**src/rtl/act_unit_scheduler.sv**
```systemverilog
// act_unit_scheduler
//   Owns the shared piecewise-linear activation unit. Streams LUT coefficient
//   words into a selected function slot, and time-multiplexes the unit across
//   the N_LANES values of a lane batch, collecting one result per lane.
//
// Ports
//   clk, rst                  clock, asynchronous active-high reset
//   cfg_valid/ready/mask/data coefficient stream (mask sampled on first word)
//   cfg_done                  one-cycle pulse after the last word is written
//   in_valid/ready/data       lane batch in (lane i = in_data[i*DATA_W +: DATA_W])
//   in_mask, in_bypass        function slot / pass-through for the batch
//   out_valid/ready/data      activated batch out, same lane packing
//   act_write_*               LUT write port of the activation unit
//   act_x/mask/bypass         operand side of the activation unit
//   act_fx                    registered result from the activation unit
//
// state    | meaning
// ---------+-------------------------------------------------------------
// IDLE     | ready for a config word (priority) or a lane batch
// LOAD     | writing coefficient words at addr 1..2^LUT_DEPTH-1
// ISSUE    | presenting lane[lane] for ACT_HOLD cycles, capturing act_fx
// OUTPUT   | result batch held on out_data until out_ready

module act_unit_scheduler #(
    parameter int N_LANES   = 4,
    parameter int DATA_W    = 16,
    parameter int LUT_DEPTH = 4,
    parameter int LUT_SIZE  = 32,
    parameter int MASK_SIZE = 2,
    parameter int ACT_HOLD  = 2
) (
    input  logic                        clk,
    input  logic                        rst,
    input  logic                        cfg_valid,
    output logic                        cfg_ready,
    input  logic [MASK_SIZE-1:0]        cfg_mask,
    input  logic [LUT_SIZE-1:0]         cfg_data,
    output logic                        cfg_done,
    input  logic                        in_valid,
    output logic                        in_ready,
    input  logic [N_LANES*DATA_W-1:0]   in_data,
    input  logic [MASK_SIZE-1:0]        in_mask,
    input  logic                        in_bypass,
    output logic                        out_valid,
    input  logic                        out_ready,
    output logic [N_LANES*DATA_W-1:0]   out_data,
    output logic                        act_write_enable,
    output logic [LUT_DEPTH-1:0]        act_write_addr,
    output logic [LUT_SIZE-1:0]         act_write_data,
    output logic [DATA_W-1:0]           act_x,
    output logic [MASK_SIZE-1:0]        act_mask,
    output logic                        act_bypass,
    input  logic [DATA_W-1:0]           act_fx
);

    localparam int LANE_W = (N_LANES > 1) ? $clog2(N_LANES) : 1;
    localparam int HOLD_W = (ACT_HOLD > 1) ? $clog2(ACT_HOLD) : 1;
    localparam logic [LANE_W-1:0]    LAST_LANE = LANE_W'(N_LANES - 1);
    localparam logic [HOLD_W-1:0]    LAST_HOLD = HOLD_W'(ACT_HOLD - 1);
    localparam logic [LUT_DEPTH-1:0] LAST_ADDR = {LUT_DEPTH{1'b1}};

    typedef enum logic [1:0] {
        ST_IDLE,
        ST_LOAD,
        ST_ISSUE,
        ST_OUTPUT
    } state_t;

    state_t                      state_q, state_d;
    logic [LUT_DEPTH-1:0]        addr_q, addr_d;
    logic [MASK_SIZE-1:0]        cfg_mask_q, cfg_mask_d;
    logic                        cfg_done_q, cfg_done_d;
    logic [LANE_W-1:0]           lane_q, lane_d;
    logic [HOLD_W-1:0]           hold_q, hold_d;
    logic [N_LANES*DATA_W-1:0]   x_q, x_d;
    logic [MASK_SIZE-1:0]        bmask_q, bmask_d;
    logic                        bypass_q, bypass_d;
    logic [N_LANES*DATA_W-1:0]   result_q, result_d;

    always_ff @(posedge clk or posedge rst) begin
        if (rst) begin
            state_q    <= ST_IDLE;
            addr_q     <= '0;
            cfg_mask_q <= '0;
            cfg_done_q <= 1'b0;
            lane_q     <= '0;
            hold_q     <= '0;
            x_q        <= '0;
            bmask_q    <= '0;
            bypass_q   <= 1'b0;
            result_q   <= '0;
        end else begin
            state_q    <= state_d;
            addr_q     <= addr_d;
            cfg_mask_q <= cfg_mask_d;
            cfg_done_q <= cfg_done_d;
            lane_q     <= lane_d;
            hold_q     <= hold_d;
            x_q        <= x_d;
            bmask_q    <= bmask_d;
            bypass_q   <= bypass_d;
            result_q   <= result_d;
        end
    end

    always_comb begin
        state_d    = state_q;
        addr_d     = addr_q;
        cfg_mask_d = cfg_mask_q;
        cfg_done_d = 1'b0;
        lane_d     = lane_q;
        hold_d     = hold_q;
        x_d        = x_q;
        bmask_d    = bmask_q;
        bypass_d   = bypass_q;
        result_d   = result_q;

        cfg_ready        = 1'b0;
        in_ready         = 1'b0;
        out_valid        = 1'b0;
        act_write_enable = 1'b0;
        act_write_addr   = '0;
        act_write_data   = '0;
        act_x            = '0;
        act_mask         = '0;
        act_bypass       = 1'b0;

        // Handshake outputs are combinational from state; hold them low
        // while reset is asserted so the unit sees nothing during reset.
        if (!rst) begin
            unique case (state_q)
                ST_IDLE: begin
                    cfg_ready = 1'b1;
                    in_ready  = !cfg_valid;
                    if (cfg_valid) begin
                        // First word goes straight to entry 0 in the accept cycle.
                        act_write_enable = 1'b1;
                        act_write_addr   = '0;
                        act_write_data   = cfg_data;
                        act_mask         = cfg_mask;
                        cfg_mask_d       = cfg_mask;
                        if (LUT_DEPTH == 0) begin
                            cfg_done_d = 1'b1;
                        end else begin
                            addr_d  = LUT_DEPTH'(1);
                            state_d = ST_LOAD;
                        end
                    end else if (in_valid) begin
                        x_d      = in_data;
                        bmask_d  = in_mask;
                        bypass_d = in_bypass;
                        lane_d   = '0;
                        hold_d   = '0;
                        state_d  = ST_ISSUE;
                    end
                end

                ST_LOAD: begin
                    cfg_ready        = 1'b1;
                    act_mask         = cfg_mask_q;
                    act_write_addr   = addr_q;
                    act_write_enable = cfg_valid;
                    if (cfg_valid) begin
                        act_write_data = cfg_data;
                        addr_d         = addr_q + 1'b1;
                        if (addr_q == LAST_ADDR) begin
                            addr_d     = '0;
                            cfg_done_d = 1'b1;
                            state_d    = ST_IDLE;
                        end
                    end
                end

                ST_ISSUE: begin
                    act_x      = x_q[lane_q*DATA_W +: DATA_W];
                    act_mask   = bmask_q;
                    act_bypass = bypass_q;
                    // LUT read inside the unit is registered, so act_fx is
                    // only valid on the last hold cycle of each operand.
                    if (hold_q == LAST_HOLD) begin
                        result_d[lane_q*DATA_W +: DATA_W] = act_fx;
                        hold_d = '0;
                        if (lane_q == LAST_LANE) begin
                            lane_d  = '0;
                            state_d = ST_OUTPUT;
                        end else begin
                            lane_d = lane_q + 1'b1;
                        end
                    end else begin
                        hold_d = hold_q + 1'b1;
                    end
                end

                ST_OUTPUT: begin
                    out_valid = 1'b1;
                    if (out_ready) begin
                        state_d = ST_IDLE;
                    end
                end

                default: state_d = ST_IDLE;
            endcase
        end
    end

    assign cfg_done = cfg_done_q;
    assign out_data = result_q;

endmodule

```
**config.mk**
```make
export PLATFORM = sky130hd
export DESIGN_NAME = act_unit_scheduler
export DESIGN_NICKNAME = d
export VERILOG_FILES = /design/src/rtl/act_unit_scheduler.sv
export SDC_FILE = /design/constraint.sdc
export NUM_CORES = 1
export LEC_CHECK = 0
export CAP_MARGIN = 20
export CELL_PAD_IN_SITES_DETAIL_PLACEMENT = 1
export CELL_PAD_IN_SITES_GLOBAL_PLACEMENT = 2
export CORE_UTILIZATION = 32
export CTS_BUF_LIST = sky130_fd_sc_hd__clkbuf_4
export DETAILED_ROUTE_END_ITERATION = 8
export GPL_ROUTABILITY_DRIVEN = 0
export GPL_TIMING_DRIVEN = 0
export PLACE_DENSITY_LB_ADDON = 0.25
export REMOVE_ABC_BUFFERS = 1
export SLEW_MARGIN = 10
export SYNTH_ARGS = -nofsm -noshare
export SYNTH_HDL_FRONTEND = slang
export SYNTH_SLANG_ARGS = --single-unit
```
**constraint.sdc**
```tcl
create_clock -name clk -period 10.6 [get_ports clk]
set_input_delay 2.12 -clock clk [delete_from_list [all_inputs] [get_ports clk]]
set_output_delay 2.12 -clock clk [all_outputs]
set_load 0.005 [all_outputs]
```
==> summary.md <==
| Metric | Value |
|---|---|
| Critical Path Source Type | `input pin` |
| Req. time, crit path | `8.48 ns` |
| Layout Nets | `884` |
| Post-Synth Simple-Gate Area | `0.146` |
| Largest stage delay on the critical path | `0.76 ns` |
| Crit Path Category | `in2out` |
| Clk Latency, worst-skew pair | `0.55 ns` |
| Routed via count | `5,229` |
| Vias in the first global route | `5,956` |
| Count leader, synth | `dfrtp_1` |
| Ports | `246` |
| Worst hold slack | `0.496 ns` |
| CTS resizes | `0` |
| Top delay family on crit path | `buffers and inverters` |
| Most common cell on crit path | `clkdlybuf4s50_1` |
| Commonest cells in the synthesized netlist | `dfrtp_1, nand4_1, a21bo_1, mux2_1, and2_1` |
| Worst-path cell chain | `clkdlybuf4s50_1 > or3b_1 > inv_2 > and2_1 > clkdlybuf4s50_1` |
| Number of synthesized flops with an enable pin | `0` |
| Number of synthesized register bits | `143` |
| Gr ovfl total | `0` |
| Synth area leaders | `dfrtp_1, mux2_1, a21bo_1, nand4_1, mux4_2` |
| Final setup fails | `0` |
| R2R Path End | `out_data[47]$_DFFE_PP0P_` |
| CTS Hold Bufs | `0` |
| Drt initial violations | `165` |
| Worst Hold Depth | `1` |
| Clock buffer depth | `2` |
| Max FO, Critical Path | `36` |
| Synthesized area | `6880 µm²` |
| Part of the cycle the worst path needs | `0.638` |
| R2R setup slack | `7.77 ns` |
| Core area | `21,000 µm²` |
| Die H | `149 µm` |
| Synth Area in Adders | `0.0127` |
| Sink Count | `143` |
| Antenna-violating nets left | `0` |
| Fmax | `148 MHz` |
| Max-slew violations | `0` |
| Routed WL per cell | `19.5 µm` |
| Worst hold path type | `reg2reg` |
| Synth Instances | `527` |
| Post-Syn Area per Cell | `13.1 µm²` |
| RSZ-0062 raised after global routing | `false` |
| Die W | `149 µm` |
| PwrDens | `219 nW/µm²` |
| Design Power | `2.18 mW` |
| Filler cell count | `2,171` |
| Clk_skew | `0.0189 ns` |
| Residual DRC count | `0` |
| Clock transition at path regs | `0.13 ns` |
| Mux contribution to synthesized area | `0.175` |
| Maximum VDD drop | `0.103 mV` |
| Total GRT Usage | `0.194` |
| Footprint of the multi-input gates | `3050 µm²` |
| Post-synth ARST share | `1.00` |
| Result of the run | `finished, final reports clean` |
| Register area share after synthesis | `0.520` |
| Unique masters post-synth | `48` |
| XOR/XNOR Fraction of Synth Area | `0` |
| Largest net degree at the start of global routing | `75` |
| CP Capture Type | `output port` |
| Start of the worst register-to-register path | `lane_q[1]$_DFFE_PP0P_` |
| Final Hold Fails | `0` |
| Tmin final | `6.77 ns` |
| Hold_sp | `bypass_q$_DFFE_PP0P_` |
| FF+latch area | `3580 µm²` |
| CTS tree | `built` |
| Initial antenna violation count | `1` |
| Post-synth top area share | `0.520` |
| Relative max-transition margin | `0.346` |
| Root buffer cell | `clkbuf_4` |
| TritonRoute pass-1 iters | `4` |
| Initial Utilization | `0.327` |
| Max-Cap Viols | `0` |
| Rows | `53` |
| Setup_tns | `0 ns` |
| CP arrival | `4.65 ns` |
| DP Worst Slack | `3.75 ns` |
| Top cell type by total area after synthesis | `dfrtp_1` |
| Worst-margin pin slew | `0.977 ns` |
| Fin worst setup slack | `3.83 ns` |
| IO Port Bufs | `245` |
| Die ar. | `22,100 µm²` |
| Detailed Route WL | `20,300 µm` |
| WHS Endpoint | `bypass_q$_DFFE_PP0P_` |
| Buf/Inv on CP | `3` |
| Static leakage | `4.71 nW` |
| Compound-gate portion of the synthesized area | `0.109` |
| Setup Fix Bufs, Post-CTS | `0` |
| Vias/cell | `5.01` |
| CP max-delay cell | `clkdlybuf4s50_1` |
| Layout cells sized above 1 | `0.109` |
| Synth Flop Type | `dfrtp_1` |
| YS warnings | `0` |
| R2R cell count | `5` |
| H-tree levels | `4` |
| Largest family of logic cells by synthesized area | `multiplexers` |
| First-pass GRT wire length | `32,700 µm` |
| CTS Buf Count | `17` |
| Dpl hpwl | `14,600 µm` |
| Area delta synth->final | `44.5%` |
==> registers in the layout, indices dropped and copies added, names as in the netlist, 2 cells and up <==
register    count
addr_q          4
bmask_q         2
lane_q          2
out_data       64
x_q            64
state_q         2
cfg_mask_q      2
==> metrics by stage <==
step	std cells	cell area, µm²	util
finish	1044	9940	0.473
global route	1044	9940	0.473
CTS	1041	9900	0.471
detailed placement	1009	9590	0.456
global placement	1002	9440	0.449
floorplan	482	6650	-
==> cell usage in the layout (no fill, tap or decap), types with 3 or more instances in the layout <==
cell type	n
inv_1	3
mux2_1	58
and3b_1	3
clkdlybuf4s50_1	245
nand4_1	59
clkbuf_4	19
o21ai_0	3
ha_1	7
nand2_2	3
and2_1	36
nor2b_1	21
mux4_2	16
inv_6	3
bufinv_16	3
dfrtp_1	142
mux2_2	17
nand2_1	8
buf_16	3
a21bo_1	58
clkinv_4	4
nor2_1	3
and3_1	5
==> area by class of cell <==
class | count | share of cell area
clock inverter | 14 | 0.0183
antenna | 1 | 0.000252
multi-input combinational | 334 | 0.307
sequential | 143 | 0.360
inverter | 5 | 0.00264
clock buffer | 18 | 0.0136
tap | 275 | 0.0346
timing repair buffer | 254 | 0.264
==> power breakdown <==
group / switching, mW / internal, mW
clock network: 0.218 / 0.170
registers: 0.151 / 0.749
logic: 0.367 / 0.521
total: 0.736 / 1.44
==> per-layer routing <==
layer,part of all wire,up-vias,GRT usage,wire [µm]
met4,0.017,0,0.0613,352
met3,0.067,22,0.0577,1350
li1,-,2404,-,-
met5,0,-,0,0
met2,0.49,170,0.324,9990
met1,0.42,2633,0.239,8630
==> kinds of logic (layout without fill, tap and decap cells) <==
kind of cell	count (synthesis)	in the layout
fa+ha+maj	7	7
compound gates	81	81
simple gates	155	155
buf+inv	50	291
other cells	0	1
flops	143	143
mux	91	91
==> worst max-delay path by stage <==
| stage | start | end | slack, ns | cells after the start |
|---|---|---|---|---|
| global route | rst | act_write_data[9] | 3.63 | 5 |
| CTS | rst | act_write_data[9] | 3.75 | 5 |
| detailed placement | rst | act_write_data[9] | 3.75 | 5 |
| floorplan | rst | out_valid | 2.91 | 2 |
| finish | rst | act_write_data[9] | 3.83 | 5 |
| global placement | rst | out_valid | 0.38 | 4 |
==> worst reg2reg max path: stages (launching register included) <==
cell and delay [ns]:
dfrtp_1 0.68, inv_1 0.19, ha_1 0.54, nor4b_4 0.94, nand4_1 0.19, a21bo_1 0.24
No activity file was read; power rests on OpenSTA's default activity.
